`config.mk`:
```
export PLATFORM = sky130hd
export DESIGN_NAME = fetch_stage_controller
export DESIGN_NICKNAME = d
export VERILOG_FILES = /design/src/rtl/fetch_stage_controller.sv
export SDC_FILE = /design/constraint.sdc
export NUM_CORES = 1
export LEC_CHECK = 0
export CORE_UTILIZATION = 45
export CTS_CLUSTER_DIAMETER = 150
export DETAILED_ROUTE_END_ITERATION = 8
export PLACE_DENSITY = 0.79
export SKIP_CTS_REPAIR_TIMING = 1
export SLEW_MARGIN = 20
export SYNTH_ARGS = -nofsm -noshare
export SYNTH_HDL_FRONTEND = slang
export SYNTH_SLANG_ARGS = --single-unit
```
`constraint.sdc`:
```
create_clock -name clk -period 2.7 [get_ports clk]
set_input_delay 0.675 -clock clk [delete_from_list [all_inputs] [get_ports clk]]
set_output_delay 0.675 -clock clk [all_outputs]
set_load 0.01 [all_outputs]
```
`src/rtl/fetch_stage_controller.sv`:
```
// Instruction-fetch front end: owns the PC and the IF/ID register, raises a fetch fault and
// halts on a misaligned or out-of-window PC until a redirect or reset.
module fetch_stage_controller #(
    parameter int unsigned MEMORY_DEPTH = 64,
    parameter logic [31:0] RESET_PC     = 32'h0000_0000
) (
    input  logic        clk,
    input  logic        reset,
    input  logic        i_stall,
    input  logic        i_redirect_valid,
    input  logic [31:0] i_redirect_pc,
    output logic [31:0] o_rom_address,
    input  logic [31:0] i_rom_instruction,
    output logic [31:0] o_if_instruction,
    output logic [31:0] o_if_pc_plus4,
    output logic        o_if_valid,
    output logic        o_fault,
    output logic [31:0] o_fault_pc,
    output logic [31:0] o_fetch_count,
    output logic [31:0] o_bubble_count
);

    typedef enum logic [0:0] {StRun, StHalt} stateT;

    stateT       stateQ, stateD;
    logic [31:0] pcQ, pcD;
    logic [31:0] ifInstrQ, ifInstrD;
    logic [31:0] ifPcPlus4Q, ifPcPlus4D;
    logic        ifValidQ, ifValidD;
    logic [31:0] faultPcQ, faultPcD;
    logic [31:0] fetchCountQ, fetchCountD;
    logic [31:0] bubbleCountQ, bubbleCountD;

    logic [31:0] pcPlus4;
    logic [31:0] pcOffset;
    logic        aligned;
    logic        inRange;
    logic        pcLegal;

    logic        takeRedirect;
    logic        loadFetch;
    logic        loadBubble;
    logic        recordFault;

    // A PC below RESET_PC wraps to a huge offset and falls out of range.
    assign pcPlus4  = pcQ + 32'd4;
    assign pcOffset = pcQ - RESET_PC;
    assign aligned  = (pcQ[1:0] == 2'b00);
    assign inRange  = (pcOffset >> 2) < MEMORY_DEPTH;
    assign pcLegal  = aligned && inRange;

    // State register
    always_ff @(posedge clk) begin
        if (reset) begin
            stateQ <= StRun;
        end else begin
            stateQ <= stateD;
        end
    end

    // Next-state logic
    always_comb begin
        stateD = stateQ;
        if (i_redirect_valid) begin
            stateD = StRun;
        end else begin
            unique case (stateQ)
                StRun:   if (!i_stall && !pcLegal) stateD = StHalt;
                StHalt:  stateD = StHalt;
                default: stateD = StRun;
            endcase
        end
    end

    // Action decode; priority is redirect > halt > stall > fetch.
    always_comb begin
        takeRedirect = 1'b0;
        loadFetch    = 1'b0;
        loadBubble   = 1'b0;
        recordFault  = 1'b0;
        if (i_redirect_valid) begin
            takeRedirect = 1'b1;
            loadBubble   = 1'b1;
        end else if (stateQ == StRun && !i_stall) begin
            if (pcLegal) begin
                loadFetch = 1'b1;
            end else begin
                recordFault = 1'b1;
                loadBubble  = 1'b1;
            end
        end
    end

    // Datapath next values
    always_comb begin
        pcD          = pcQ;
        ifInstrD     = ifInstrQ;
        ifPcPlus4D   = ifPcPlus4Q;
        ifValidD     = ifValidQ;
        faultPcD     = faultPcQ;
        fetchCountD  = fetchCountQ;
        bubbleCountD = bubbleCountQ;

        if (takeRedirect) begin
            pcD = i_redirect_pc;
        end else if (loadFetch) begin
            pcD = pcPlus4;
        end

        if (loadFetch) begin
            ifInstrD    = i_rom_instruction;
            ifPcPlus4D  = pcPlus4;
            ifValidD    = 1'b1;
            fetchCountD = fetchCountQ + 32'd1;
        end else if (loadBubble) begin
            ifInstrD     = 32'd0;
            ifPcPlus4D   = 32'd0;
            ifValidD     = 1'b0;
            bubbleCountD = bubbleCountQ + 32'd1;
        end

        if (recordFault) begin
            faultPcD = pcQ;
        end
    end

    always_ff @(posedge clk) begin
        if (reset) begin
            pcQ          <= RESET_PC;
            ifInstrQ     <= 32'd0;
            ifPcPlus4Q   <= 32'd0;
            ifValidQ     <= 1'b0;
            faultPcQ     <= 32'd0;
            fetchCountQ  <= 32'd0;
            bubbleCountQ <= 32'd0;
        end else begin
            pcQ          <= pcD;
            ifInstrQ     <= ifInstrD;
            ifPcPlus4Q   <= ifPcPlus4D;
            ifValidQ     <= ifValidD;
            faultPcQ     <= faultPcD;
            fetchCountQ  <= fetchCountD;
            bubbleCountQ <= bubbleCountD;
        end
    end

    // Outputs
    always_comb begin
        o_rom_address    = pcQ;
        o_if_instruction = ifInstrQ;
        o_if_pc_plus4    = ifPcPlus4Q;
        o_if_valid       = ifValidQ;
        o_fault          = (stateQ == StHalt);
        o_fault_pc       = faultPcQ;
        o_fetch_count    = fetchCountQ;
        o_bubble_count   = bubbleCountQ;
    end

endmodule

```
## Yosys cells after proc, flatten, opt, wreduce, memory -nomap -nowiden

Index checks and enable logic that the tools add are counted.

| storage, ports and cells | value |
|---|---|
| word-level logic and storage cells | 41 |
| input port bits | 68 |
| bits in registers | 194 |
| output and inout port bits | 194 |

| cells by class | value |
|---|---|
| add/subtract/negate cells | 3 |
| muxes and demuxes | 17 |
| reduce and logical (&&, ||, !) cells | 10 |
| bitwise operators | 2 |
| $lt $le $gt $ge | 1 |

Operator list:

| cell | count |
|---|---|
| $mux W32 | 5 |
| $add A32 B1 Y32 const B | 2 |
| $add A32 B3 Y32 const B | 1 |
| $lt A30 B7 Y1 const B | 1 |
| $mux W1 | 11 |
| $reduce_bool A2 Y1 | 2 |
| $logic_and A1 B1 Y1 | 3 |
| $logic_not A1 Y1 | 2 |
| $logic_not A2 Y1 | 1 |
| $not A1 Y1 | 2 |
| $pmux W1 S2 | 1 |
| $reduce_and A2 Y1 | 1 |
| $reduce_or A2 Y1 | 1 |

## Longest topological paths before layout

Gate-level depths: netlist of the first run.

| logic depth | value |
|---|---|
| word-level depth | 7 |
| gate-level depth with buffers | 8 |
| mapped depth without buffers | 6 |

## Worst setup path before layout of the first run

Ideal clock, no wire load.

| timing path | value |
|---|---|
| kind | input -> register |
| start point | input port i_redirect_valid |
| end point | register bubbleCountQ[27], in the netlist o_bubble_count[27] |
| setup slack | 394 ps |
| data arrival time | 2,190 ps |
| data required time | 2,584 ps |
| stages | 7 |
| path buffers | 2 |
| cells stage by stage | buf_4 -> o21ba_2 -> clkbuf_1 -> or4_4 -> a211oi_2 -> a21oi_1 -> a31o_2 |

| on the way | value |
|---|---|
| cells in the longest elaborated chain, start to end | 3 |

Ends and longest elaborated chain:

| element | line | text |
|---|---|---|
| from (decl) | 10 | `input logic i_redirect_valid,` |
| $mux W1 | 81 | `if (i_redirect_valid) begin` |
| $not A1 Y1 (no line) | n/a |  |
| $reduce_and A2 Y1 (no line) * | n/a |  |
| to (signal assigned) | 143 | `bubbleCountQ <= bubbleCountD;` |
| to (decl) | 32 | `logic [31:0] bubbleCountQ, bubbleCountD;` |

Mark *: on every way between the ends. The rest lies on a longest branch, timed or not.
A chain may end at the register's enable or synchronous reset.

## Worst setup path in the final report of the first run

| timing path | value |
|---|---|
| start point | register bubbleCountQ[5], in the netlist o_bubble_count[5] |
| end point | register bubbleCountQ[31], in the netlist o_bubble_count[31] |

| on the way | value |
|---|---|
| cells in the longest elaborated chain, start to end | 1 |

Ends and longest elaborated chain:

| element | line | text |
|---|---|---|
| $add A32 B1 Y32 | 119 | `bubbleCountD = bubbleCountQ + 32'd1;` |

No other way between the ends.

==> run metrics, run 1 <==
status=finished, final reports clean; largest stage delay on the critical path=870 ps; cell count after synthesis=~860; net count after synthesis=929; Worst Reg-to-Reg Cells=5; antenna violations before repair=1; final worst-path cycle share=88.6%; setup slack at placement=28.9 ps; total of max-cap violations=0; Pwr Total=5.99 mW; setup_tns=0 ps; Hold Violations, Final=0; synthesized area per cell=9.12 um2; worst reg2reg setup slack=310 ps; fill count=1,359; VDD IR max=437 uV; gr ovfl total=0; synthesized cell area=7820 um2; gpl congestion=around 0.8; Yosys cell types=51; Root Buffer=clkbuf_16; total global routing track utilization=25.0%; reg2reg start=o_bubble_count[5]$_SDFFE_PP0P_; Hold EP=o_fault_pc[16]$_SDFFE_PP0P_; final setup fails=0; Setup WS post-layout=307 ps; crit path max fanout=9; cell area after layout=11,400 um2; DP Area=about 11,000 um2; Ant. Diodes=0; Bufs on Longest Clock Path=2; FMAX=418 MHz; H-tree depth=4; hold crit path type=flip-flop to flip-flop; Routed Antenna Nets=0; xor-xnor portion of the synthesized cell area=4.37%; DR vias=7,219; Total Nets Final=between 1,000 and 1,500; flip-flop and latch area=3880 um2; first drt pass iteration count=5; Fin Hold WS=about 460 ps; chip height=134 um; die width=134 um; Final Slew Violations=0; register area share after synthesis=49.6%; combinational family with the most area after synthesis=simple AND/OR/NAND/NOR gates; Hold Path Stages=2; share of cells above drive strength 1=8.07%; P per Cell Area=527 nW/um2; Seq cells post-synth=194; Initial Util=46.7%; Die ar.=17,900 um2; Worst setup EP type=flip-flop; routed length per instance=16.6 um; clock sink count=194; worst-margin pin slew=663 ps; clk_lat worst skew=440 ps; simple-gate area share of the yosys netlist=between 20% and 30%; unrepaired setup endpoints after global routing=no; clk_skew=approximately 12 ps; crit-path cells=nand4_1 > or4_1 > a211oi_1 > nand3_1 > mux2_2; Top FF cell, synth=dfxtp_1; pin count of the biggest net entering global routing=between 70 and 80; DRT Wirelength=~22,000 um; Slew headroom=55.6%; multiplexer share of the synthesized area=3.89%; CTS buffer count=17; vias in the first global route=6,852; reg-to-reg endpoint=o_bubble_count[31]$_SDFFE_PP0P_; num ports=between 200 and 300; drt drc=0; CP Launch Type=flip-flop; Synth async-reset ratio=0%; area of the multi-input gates=3680 um2; Worst EP required=3030 ps; global-route wire length before repair=roughly 35,000 um; adder-cell area share of the yosys netlist=0.480%; Crit-path slowest cell=or4_1; Layout area overhead=45.2%; leakage power=3.91 nW; drt initial violations=397; Rows=47; IO Port Bufs=261; post-layout min period=2390 ps; detailed placer's ending HPWL=15,800 um; WP data arrival=2720 ps; CORE AREA=16,800 um2; YS warnings=0; Clk pin slew, worst setup/hold paths=about 80 ps; vias per std cell=5.36; Post-synth EDFFs=0; CTS tree=done; Crit Path Category=flip-flop to flip-flop; Synth Area in Compound Gates=14.2%; Hold Crit Start=o_fault_pc[16]$_SDFFE_PP0P_
## cells in the mapped netlist, types with 10 or more instances
| library cell | n | share of area [%] |
|---|---|---|
| dfxtp_1 | 194 | 50 |
| and2_1 | 27 | 2.2 |
| nor3_1 | 13 | 0.83 |
| mux2i_1 | 27 | 3.5 |
| clkbuf_1 | 42 | 2.0 |
| inv_1 | 14 | 0.67 |
| xor2_1 | 14 | 1.6 |
| nand2_1 | 88 | 4.2 |
| a22oi_1 | 37 | 3.6 |
| or4_1 | 10 | 0.96 |
| a21oi_1 | 71 | 4.5 |
| nand4_1 | 21 | 1.7 |
| nor4_1 | 10 | 0.80 |
| nand3_1 | 23 | 1.5 |
| or3_1 | 19 | 1.5 |
| xnor2_1 | 25 | 2.8 |
| o21ai_0 | 23 | 1.5 |
| nor2_1 | 109 | 5.2 |
## sequential cells by signal, indices dropped and copies added (netlist names)
| signal | cells |
|---|---|
| o_if_valid | 1 |
| o_if_pc_plus4 | 32 |
| o_if_instruction | 32 |
| o_fault | 1 |
| o_rom_address | 32 |
| o_bubble_count | 32 |
| o_fault_pc | 32 |
| o_fetch_count | 32 |
## routing by layer
layer	share of wire, %	vias up	global-route usage, %	routed length (um)
met5	0.058	-	0	13
met4	1.6	2	8.40	360
met3	9.1	29	8.84	2040
met2	47	253	41.3	10600
met1	42	3411	30.0	9390
li1	-	3524	-	-
## worst max-delay path: cells and delay by family (launching register included)
| family | cells | cell delay [ps] |
|---|---|---|
| multiplexers | 1 | 270 |
| flip-flops | 1 | 470 |
| AO/OA/AOI/OAI | 1 | 330 |
| AND/OR/NAND/NOR | 3 | 1220 |
## cells in the final DEF (no fill, tap or decap), drive strengths merged, types with 25 or more instances in the layout
cell type,count
a21oi,71
a22oi,37
and2,27
buf,31
clkdlybuf4s50,259
dfxtp,194
mux2i,27
nand2,88
nor2,109
xnor2,25
## worst max path at each step
stage	from	end	slack [ps]	depth (start not counted)
after floorplan	i_redirect_valid	o_bubble_count[27]$_SDFFE_PP0P_	390	7
after global placement	i_stall	o_bubble_count[23]$_SDFFE_PP0P_	70	7
after detailed placement	i_stall	o_bubble_count[31]$_SDFFE_PP0P_	30	7
after CTS	o_bubble_count[5]$_SDFFE_PP0P_	o_bubble_count[31]$_SDFFE_PP0P_	330	5
after global routing	o_rom_address[12]$_SDFFE_PP0P_	o_bubble_count[16]$_SDFFE_PP0P_	200	7
final	o_bubble_count[5]$_SDFFE_PP0P_	o_bubble_count[31]$_SDFFE_PP0P_	310	5
## stage by stage
stage | utilization, % | instances
after floorplan | - | 858
after global placement | 64.2 | 1315
after detailed placement | 64.2 | 1315
after CTS | 67.7 | 1347
after global routing | 67.7 | 1347
final | 67.7 | 1347
## cell families (layout without fill, tap and decap cells)
family,count (synthesis),in the layout
simple gates,358,358
flops,194,194
compound gates,167,167
buf+inv,67,336
xor+xnor,39,39
mux,30,30
fa+ha+maj,3,3
## where the power goes
group | switching (mW) | leakage [nW] | internal (mW)
registers | 0.0662 | 1.57 | 2.91
logic | 0.261 | 2.06 | 0.267
clock network | 1.24 | 0.278 | 1.24
total | 1.57 | 3.91 | 4.42
## area by class of cell
type	count	area share, %
multi-input combinational	597	32.4
clock buffer	17	3.75
sequential	194	34.2
clock inverter	15	1.43
inverter	14	0.463
tap	220	2.42
timing repair buffer	290	25.3
No activity file was read; power rests on OpenSTA's default activity.
==> run 2, diff against run 1 <==
--- a/config.mk
+++ b/config.mk
@@ -6,7 +6,6 @@
 export NUM_CORES = 1
 export LEC_CHECK = 0
 export CORE_UTILIZATION = 45
-export CTS_CLUSTER_DIAMETER = 150
 export DETAILED_ROUTE_END_ITERATION = 8
 export PLACE_DENSITY = 0.79
 export SKIP_CTS_REPAIR_TIMING = 1
==> constraint.sdc (replaced) <==
create_clock -name clk -period 2.5 [get_ports clk]
set_input_delay 0.625 -clock clk [delete_from_list [all_inputs] [get_ports clk]]
set_output_delay 0.625 -clock clk [all_outputs]
set_load 0.01 [all_outputs]
==> run 2 against run 1 <==
Against the previous run:
- via count rose by 1.0%
- sequential power rose by 8.1%
- power up 7.9%
- worst hold slack worse by 2.5 ps
- clock power is 7% higher
- first-iteration DRC count is 5.0% higher
- flip-flop and latch count is the same
- die area did not move
- worst setup slack got worse by 96 ps
- core utilization up 0.66 points
- clock skew is essentially flat
- fmax is 4.5% higher
- critical endpoint is now o_bubble_count[26]$_SDFFE_PP0P_
- largest cell class unchanged
- largest power group unchanged
==> run metrics, run 2 (same netlist as run 1, synthesis figures left out) <==
Worst setup EP type=flip-flop; Bufs on Longest Clock Path=2; Hold Path Stages=2; vias in the first global route=6,922; Layout area overhead=46.6%; leakage power=between 3 and 4 nW; reg-to-reg endpoint=o_bubble_count[26]$_SDFFE_PP0P_; DP Area=~11,000 um2; status=finished, final reports clean; clk_skew=11.6 ps; CTS tree=done; CP Launch Type=flip-flop; final setup fails=0; H-tree depth=4; worst-margin pin slew=602 ps; Worst EP required=2860 ps; IO Port Bufs=261; Slew headroom=59.9%; unrepaired setup endpoints after global routing=no; chip height=134 um; Total Nets Final=1,198; reg2reg start=o_bubble_count[3]$_SDFFE_PP0P_; gpl congestion=0.811; Rows=47; vias per std cell=5.36; drt drc=0; VDD IR max=485 uV; DRT Wirelength=22,600 um; fill count=1,330; Clk pin slew, worst setup/hold paths=80 ps; Sw Pwr=between 1.5 and 2 mW; Ant. Diodes=0; clock sink count=194; Final Slew Violations=0; met1 WL=9390 um; clock share of power=about two fifths; pin count of the biggest net entering global routing=79; most common cell after layout, fill and taps aside=clkdlybuf4s50_1; post-layout min period=2290 ps; cell area after layout=around 11,000 um2; Hold Crit Start=o_if_pc_plus4[2]$_SDFFE_PP0P_; Worst Reg-to-Reg Cells=6; CTS buffer count=17; Flop pwr share=49.7%; sw frac=26.1%; Root Buffer=clkbuf_16; detailed placer's ending HPWL=16,000 um; num ports=262; area of the multi-input gates=3680 um2; die width=~130 um; Routed Antenna Nets=0; total global routing track utilization=around a quarter; WP data arrival=2650 ps; clk_lat worst skew=about 440 ps; leading cell types in the layout, fill and taps excluded=259 x clkdlybuf4s50_1, 194 x dfxtp_1, 109 x nor2_1; global-route wire length before repair=35,700 um; Crit Path Category=flip-flop to flip-flop; first drt pass iteration count=5; drt initial violations=~420; WL met3=~2100 um; crit path max fanout=8; gr ovfl total=0; final worst-path cycle share=91.6%; Die ar.=17,900 um2; Logic pwr share=9.0%; Pwr Total=6.46 mW; flip-flop and latch area=between 3000 and 4000 um2; Hold EP=o_if_pc_plus4[2]$_SDFFE_PP0P_; FMAX=437 MHz; DR vias=7,294; Top Metal Used=met4; P_int=4.78 mW; share of cells above drive strength 1=9.12%; routed length per instance=16.6 um; worst reg2reg setup slack=210 ps; hold crit path type=flip-flop to flip-flop; met2 routed WL=about 11,000 um; Hold Violations, Final=0; Initial Util=a little under half; P per Cell Area=approximately 560 nW/um2; total of max-cap violations=0; CORE AREA=16,800 um2; antenna violations before repair=0
[run 2: per-stage QoR]
step	cells	setup slack, ps	setup TNS [ps]	util [%]	hold slack, ps
after global placement	1325	-61.6	-345	64.8	440
final	1360	211	0	68.4	454
after global routing	1360	63.9	0	68.4	478
after CTS	1357	234	0	68.3	457
after detailed placement	1325	-112	-937	64.8	444
after floorplan	858	244	0	-	476
[run 2: worst max-delay path by stage]
stage	startpoint	endpoint	slack, ps
floorplan	i_redirect_valid	o_bubble_count[27]$_SDFFE_PP0P_	240
global placement	i_stall	o_bubble_count[23]$_SDFFE_PP0P_	-60
detailed placement	i_stall	o_bubble_count[18]$_SDFFE_PP0P_	-110
CTS	o_rom_address[20]$_SDFFE_PP0P_	o_fetch_count[19]$_SDFFE_PP0P_	230
global route	o_rom_address[19]$_SDFFE_PP0P_	o_fetch_count[19]$_SDFFE_PP0P_	60
finish	o_bubble_count[3]$_SDFFE_PP0P_	o_bubble_count[26]$_SDFFE_PP0P_	210
[run 2: critical path, stage by stage, from the launching register on]
cell and delay [ps]:
dfxtp_1 470, nand4_1 230, nor3_1 330, o211ai_1 310
buf_4 240, or4_1 490, a21oi_1 160
[run 2: routing by layer]
metal,vias up,GRT usage (%)
li1,3557,-
met1,3450,30.9
met3,32,9.18
met4,0,8.84
met5,-,0
met2,255,41.1
[run 2: power by group through the flow]
| stage | clock network (mW) | registers [mW] | logic, mW |
|---|---|---|---|
| 5_1_grt | 2.86 | 3.22 | 0.626 |
| 3_5_place_dp | 0 | 3.28 | 0.580 |
| 3_3_place_gp | 0 | 3.28 | 0.573 |
| 6_report | 2.67 | 3.21 | 0.579 |
| 4_1_cts | 2.73 | 3.21 | 0.583 |
| 2_1_floorplan | 0 | 3.29 | 0.244 |
[run 2: layout make-up]
type,instances,share of cell area [%]
Timing Repair Buffer,303,26.0
Clock buffer,17,3.71
Sequential cell,194,33.9
Tap cell,220,2.40
Inverter,14,0.458
Clock inverter,15,1.43
Multi-Input combinational cell,597,32.1
